`src/rtl/axi_burst_initiator.sv`:
```
// AXI4 type package and a single-outstanding INCR burst manager.
// One command becomes one AW/W/B or AR/R burst with a merged response.
package axi_pkg;
    typedef logic [7:0] len_t;
    typedef logic [1:0] resp_t;
    typedef logic [2:0] size_t;
    typedef logic [1:0] burst_t;

    localparam resp_t RESP_OKAY = 2'b00;
    localparam resp_t RESP_EXOKAY = 2'b01;
    localparam resp_t RESP_SLVERR = 2'b10;
    localparam resp_t RESP_DECERR = 2'b11;
    localparam burst_t BURST_INCR = 2'b01;

    typedef struct packed {
        logic [3:0] id;
        logic [31:0] addr;
        len_t len;
        size_t size;
        burst_t burst;
        logic lock;
        logic [3:0] cache;
        logic [2:0] prot;
        logic [3:0] qos;
        logic [3:0] region;
        logic [5:0] atop;
        logic [0:0] user;
    } aw_chan_t;

    typedef struct packed {
        logic [63:0] data;
        logic [7:0] strb;
        logic last;
        logic [0:0] user;
    } w_chan_t;

    typedef struct packed {
        logic [3:0] id;
        resp_t resp;
        logic [0:0] user;
    } b_chan_t;

    typedef struct packed {
        logic [3:0] id;
        logic [31:0] addr;
        len_t len;
        size_t size;
        burst_t burst;
        logic lock;
        logic [3:0] cache;
        logic [2:0] prot;
        logic [3:0] qos;
        logic [3:0] region;
        logic [0:0] user;
    } ar_chan_t;

    typedef struct packed {
        logic [3:0] id;
        logic [63:0] data;
        resp_t resp;
        logic last;
        logic [0:0] user;
    } r_chan_t;

    typedef struct packed {
        aw_chan_t aw;
        logic aw_valid;
        w_chan_t w;
        logic w_valid;
        logic b_ready;
        ar_chan_t ar;
        logic ar_valid;
        logic r_ready;
    } axi_req_t;

    typedef struct packed {
        logic aw_ready;
        logic ar_ready;
        logic w_ready;
        logic b_valid;
        b_chan_t b;
        logic r_valid;
        r_chan_t r;
    } axi_rsp_t;

    // Worse of two responses: DECERR > SLVERR > OKAY > EXOKAY.
    function automatic resp_t resp_precedence(resp_t a, resp_t b);
        resp_t res;
        unique case (a)
            RESP_OKAY: res = (b == RESP_EXOKAY) ? a : b;
            RESP_EXOKAY: res = b;
            RESP_SLVERR: res = (b == RESP_DECERR) ? b : a;
            default: res = a;
        endcase
        return res;
    endfunction
endpackage

module axi_burst_initiator #(
    parameter int unsigned AddrWidth = 32,
    parameter int unsigned DataWidth = 64,
    parameter int unsigned IdWidth = 4,
    parameter int unsigned UserWidth = 1,
    parameter logic [IdWidth-1:0] AxiId = '0,
    parameter type axi_req_t = axi_pkg::axi_req_t,
    parameter type axi_rsp_t = axi_pkg::axi_rsp_t,
    localparam int unsigned StrbWidth = DataWidth / 8
) (
    input logic clk_i,
    input logic rst_ni,
    input logic cmd_valid_i,
    output logic cmd_ready_o,
    input logic cmd_write_i,
    input logic [AddrWidth-1:0] cmd_addr_i,
    input logic [7:0] cmd_len_i,
    input logic wdata_valid_i,
    output logic wdata_ready_o,
    input logic [DataWidth-1:0] wdata_i,
    input logic [StrbWidth-1:0] wstrb_i,
    output logic rdata_valid_o,
    input logic rdata_ready_i,
    output logic [DataWidth-1:0] rdata_o,
    output logic rdata_last_o,
    output logic rsp_valid_o,
    input logic rsp_ready_i,
    output logic [1:0] rsp_resp_o,
    output axi_req_t axi_req_o,
    input axi_rsp_t axi_rsp_i
);
    import axi_pkg::*;

    localparam int unsigned SizeLog = $clog2(StrbWidth);

    typedef enum logic [2:0] {
        ST_IDLE, ST_AW, ST_W, ST_B, ST_AR, ST_R, ST_RSP
    } state_e;

    state_e state_q, state_d;
    logic [AddrWidth-1:0] addr_q, addr_d;
    len_t len_q, len_d;
    len_t cnt_q, cnt_d;
    resp_t acc_q, acc_d;

    logic [AddrWidth-1:0] cmd_addr_al;
    logic [31:0] page_end;
    logic crosses;
    logic cnt_at_len;
    logic unused_user;

    assign cmd_addr_al = cmd_addr_i & ~AddrWidth'(StrbWidth - 1);
    assign page_end = 32'(cmd_addr_al[11:0])
                    + (32'(cmd_len_i) + 32'd1) * 32'(StrbWidth);
    assign crosses = page_end > 32'd4096;
    assign cnt_at_len = cnt_q == len_q;
    assign unused_user = ^{axi_rsp_i.b.user, axi_rsp_i.r.user};

    // State and burst context registers.
    always_ff @(posedge clk_i or negedge rst_ni) begin
        if (!rst_ni) begin
            state_q <= ST_IDLE;
            addr_q <= '0;
            len_q <= '0;
            cnt_q <= '0;
            acc_q <= RESP_OKAY;
        end else begin
            state_q <= state_d;
            addr_q <= addr_d;
            len_q <= len_d;
            cnt_q <= cnt_d;
            acc_q <= acc_d;
        end
    end

    // Next-state, response merging and channel steering.
    always_comb begin
        state_d = state_q;
        addr_d = addr_q;
        len_d = len_q;
        cnt_d = cnt_q;
        acc_d = acc_q;
        cmd_ready_o = 1'b0;
        wdata_ready_o = 1'b0;
        rdata_valid_o = 1'b0;
        rdata_o = axi_rsp_i.r.data;
        rdata_last_o = axi_rsp_i.r.last;
        rsp_valid_o = 1'b0;
        rsp_resp_o = acc_q;
        axi_req_o = '0;
        unique case (state_q)
            ST_IDLE: begin
                cmd_ready_o = rst_ni;
                if (cmd_valid_i) begin
                    addr_d = cmd_addr_al;
                    len_d = cmd_len_i;
                    cnt_d = '0;
                    acc_d = RESP_OKAY;
                    if (crosses) begin
                        acc_d = RESP_SLVERR;
                        state_d = ST_RSP;
                    end else begin
                        state_d = cmd_write_i ? ST_AW : ST_AR;
                    end
                end
            end
            ST_AW: begin
                axi_req_o.aw_valid = 1'b1;
                axi_req_o.aw.id = AxiId;
                axi_req_o.aw.addr = addr_q;
                axi_req_o.aw.len = len_q;
                axi_req_o.aw.size = size_t'(SizeLog);
                axi_req_o.aw.burst = BURST_INCR;
                axi_req_o.aw.user = UserWidth'(0);
                if (axi_rsp_i.aw_ready) state_d = ST_W;
            end
            ST_W: begin
                axi_req_o.w_valid = wdata_valid_i;
                axi_req_o.w.data = wdata_i;
                axi_req_o.w.strb = wstrb_i;
                axi_req_o.w.last = cnt_at_len;
                axi_req_o.w.user = UserWidth'(0);
                wdata_ready_o = axi_rsp_i.w_ready;
                if (wdata_valid_i && axi_rsp_i.w_ready) begin
                    cnt_d = cnt_q + 8'd1;
                    if (cnt_at_len) state_d = ST_B;
                end
            end
            ST_B: begin
                axi_req_o.b_ready = 1'b1;
                if (axi_rsp_i.b_valid) begin
                    acc_d = resp_precedence(axi_rsp_i.b.resp, acc_q);
                    if (axi_rsp_i.b.id != AxiId)
                        acc_d = resp_precedence(RESP_SLVERR, acc_d);
                    state_d = ST_RSP;
                end
            end
            ST_AR: begin
                axi_req_o.ar_valid = 1'b1;
                axi_req_o.ar.id = AxiId;
                axi_req_o.ar.addr = addr_q;
                axi_req_o.ar.len = len_q;
                axi_req_o.ar.size = size_t'(SizeLog);
                axi_req_o.ar.burst = BURST_INCR;
                axi_req_o.ar.user = UserWidth'(0);
                if (axi_rsp_i.ar_ready) state_d = ST_R;
            end
            ST_R: begin
                axi_req_o.r_ready = rdata_ready_i;
                rdata_valid_o = axi_rsp_i.r_valid;
                if (axi_rsp_i.r_valid && rdata_ready_i) begin
                    acc_d = resp_precedence(axi_rsp_i.r.resp, acc_q);
                    if (axi_rsp_i.r.id != AxiId
                        || axi_rsp_i.r.last != cnt_at_len)
                        acc_d = resp_precedence(RESP_SLVERR, acc_d);
                    if (cnt_q != 8'hFF) cnt_d = cnt_q + 8'd1;
                    if (axi_rsp_i.r.last) state_d = ST_RSP;
                end
            end
            ST_RSP: begin
                rsp_valid_o = 1'b1;
                if (rsp_ready_i) state_d = ST_IDLE;
            end
            default: state_d = ST_IDLE;
        endcase
    end
endmodule

```
`config.mk`:
```
export PLATFORM = sky130hd
export DESIGN_NAME = axi_burst_initiator
export DESIGN_NICKNAME = d
export VERILOG_FILES = /design/src/rtl/axi_burst_initiator.sv
export SDC_FILE = /design/constraint.sdc
export NUM_CORES = 1
export LEC_CHECK = 0
export BUFFER_PORTS_ARGS = -buffer_cell sky130_fd_sc_hd__clkbuf_2
export CORE_AREA = 2 2 190 192
export DETAILED_ROUTE_END_ITERATION = 7
export DIE_AREA = 0 0 192 194
export PLACE_DENSITY = 0.44
export SLEW_MARGIN = 20
export SYNTH_ARGS = -nofsm -noshare
export SYNTH_HDL_FRONTEND = slang
export SYNTH_SLANG_ARGS = --single-unit
export TNS_END_PERCENT = 50
```
`constraint.sdc`:
```
create_clock -name clk_i -period 2.46 [get_ports clk_i]
set_input_delay 0.369 -clock clk_i [delete_from_list [all_inputs] [get_ports clk_i]]
set_output_delay 0.369 -clock clk_i [all_outputs]
set_load 0.005 [all_outputs]
```
==> impl_metrics.toml <==
[floorplan]
dieArea_um2 = 37200
die_w_um = 192
die_h_um = 194
rows = 69
io_pins = 491
start_util_pct = 14.2
core_area_um2 = 35200

[worst_setup_path]
cp_slowest_stage_delay_ns = 0.51
worstSetupPathType = "input pin to flip-flop"
end_kind = "flip-flop"
required_ns = 2.63
cp-start-kind = "input pin"
arrival_ns = 2.64
worstPathCellList = "buf_8 -> ha_4 -> xor2_2 -> ha_1 -> a21o_1 -> or3b_1 -> mux4_2 -> o31ai_4 -> buf_6 -> o22ai_2"
path_max_fanout = 4
crit_buf_inv = 2
cp_slowest_cell = "mux4_2"
crit_family = "compound AO/OA/AOI/OAI gates"

[cells_and_area]
layout_common_cells = "clkbuf_2 (294), and2_1 (115), conb_1 (59)"
fin_nets = 1055
final_area_um2 = 6820
syn_to_final_growth_pct = 36.6
layout_commonest_cell = "clkbuf_2"
drive_above_1_share_pct = 48.8
postLayoutCoreUtil_pct = 19.3

[route]
routed_via_density = 3.63
drt_iter0_drc = 163
drt-wirelength-per-cell_um = 15.5
wl_um = 20200
drc_errors = 0
ant_nets = 0
dr.pass1.iters = 4
vias = 4735

[power_and_ir_drop]
power_density_nw_per_um2 = 832
power.share.clock_pct = 13.7
p_sw_uw = 2470
leakagePower_uw = 0.00368
intPower_uw = 3190
p_total_uw = 5670
combPwrFrac_pct = 58.4
p_seq_share_pct = 27.9
ir_drop_v = 0.000327
p_sw_share_pct = 43.7

[synthesis]
syn_area_per_cell_um2 = 8.39
yosysUniqueCellTypes = 56
ys_seq_elements = 50
synth_area_um2 = 4990
synthFlopType = "dfrtp_1"
synth_seq_area_share_pct = 25.1
synth_top_area_cell = "dfrtp_1"
yosys.area.top_type_share_pct = 25.1
synthTopCellsByArea = "dfrtp_1 (25%), buf_4 (20%), and2_1 (14%)"
synth_edf_count = 0
yosys_warnings = 0
synth_cells = 595
synthArstFlopShare_pct = 100

[cts]
clockBufferDepth = 2
cts_tree = "yes"
clkSinkCount = 50
h-tree-depth = 2
numCtsBuffers = 5
root_buffer = "clkbuf_16"
path_clk_slew_ns = 0.08
clk_latency_ns = 0.31

[sta]
finalSetupViolCount = 1
setup_slack_ns = -0.00272
whs_ns = 0.278
fin_crit_ns = 2.46
timing.max_slew.rel_slack_pct = 50.9
finClkSkew_ns = 0.00999
finalCritPeriodShare_pct = 100
tns_ns = -0.00272
max_freq_mhz = 406
hold_violations = 0
drv_slew = 0
rsz0062_at_grt = "true"
tightestPinTransition_ns = 0.736

[global_route]
grt_max_degree = 77
groute.usage.overall_pct = 10.4
overflow = 0
grt_pass1_vias = 4428
grt_pass1_wl_um = 28800
antenna_found_initial = 2

[hold_path]
hold_class = "input pin to asynchronous set/reset pin"

[run_status]
status = "complete, but fails checks"
violations = "negative setup slack"

[placement]
place_area_um2 = 6550
port_buffers = 298
hpwl_um = 16900
gp_congestion = 0.751

[run]
max_cap_violations = 0
cell families after synthesis:
logic type               count (synthesis)  share of synthesized area [%]
AO/OA/AOI/OAI                           53                           7.30
other                                    1                         0.0752
AND/OR/NAND/NOR                        255                           29.9
XOR/XNOR                                19                           3.34
buffers and inverters                  171                           23.0
adder cells (fa/ha/maj)                 13                           3.41
multiplexers                            33                           7.87
flip-flops                              50                           25.1
path summary, 6_finish.rpt:
kind	startpoint	end	depth (start not counted)	slack [ns]
max	cmd_len_i[1]	rsp_resp_o[1]	10	-0.003
min	rst_ni	cnt_q[7]	2	0.28
max reg2reg	state_q[1]	cnt_q[4]	6	0.32
min reg2reg	addr_q[30]	addr_q[30]	1	0.52
max in group asynchronous	rst_ni	state_q[2]	2	1.68
min in group clk_i	cmd_addr_i[14]	addr_q[14]	2	0.29
power groups by stage:
stage | Combinational, uW | Sequential [uW] | Clock [uW]
3_3_place_gp | 3290 | 1600 | 0
5_1_grt | 3690 | 1670 | 853
3_5_place_dp | 3310 | 1610 | 0
6_report | 3310 | 1580 | 774
2_1_floorplan | 2090 | 1420 | 0
4_1_cts | 3340 | 1600 | 828
timing repair:
item	4_1_cts	5_1_grt
setup endpoints to repair	4	7
setup buffers	0	1
hold buffers	0	0
pin swaps	4	7
gates resized for setup	8	19
hold endpoints to repair	0	0
cell type report:
cell class | count | area [um^2]
inverters | 9 | 33.8
multi-input cells | 432 | 2930
fillers | 3994 | 28400
clock inverters | 3 | 28.8
flip-flops and latches | 50 | 1250
diodes | 2 | 5.00
clock buffers | 5 | 125
well taps | 461 | 577
repair buffers | 341 | 1870
registers in the layout, indices dropped and copies added (netlist names):
name	count
addr_q	29
cnt_q	8
len_q	8
rsp_resp_o	2
state_q	3
synth_stat cells, drive strengths merged, types with 3 or more instances:
library cell  count
clkbuf           26
nand3             9
a21oi             9
dfrtp            50
inv               9
or2               4
nor3b             3
xnor2             8
o21ai            15
and2            116
mux2             30
o22ai             3
and3             43
nor2             17
a31oi             4
o31ai             5
nor3              5
nand2b            4
a21o              3
ha               12
nor4              4
xor2             11
nand4             3
nor4b             3
buf             136
nand2            35
metrics by stage:
step	setup WS, ns	instances
floorplan	-0.0224	653
global placement	-0.456	1292
detailed placement	-0.510	1292
CTS	-0.00212	1300
global route	-0.0948	1301
finish	-0.00272	1303
worst reg2reg max path, cell delays in order, from the launching register on:
cell and delay, ns:
dfrtp_1 0.45, buf_4 0.21, nand2b_1 0.13, or2_2 0.36, a32o_1 0.35, or2_1 0.31, o31ai_1 0.24
per-layer routing:
metal	part of all wire, %	wire, um	up-vias	GRT usage, %
met4	1.6	325	0	2.43
met2	43	8690	180	15.2
met5	0	0	-	0
li1	-	-	2281	-
met3	7.8	1580	29	2.99
met1	48	9610	2245	14.8
No activity file was read; power rests on OpenSTA's default activity.
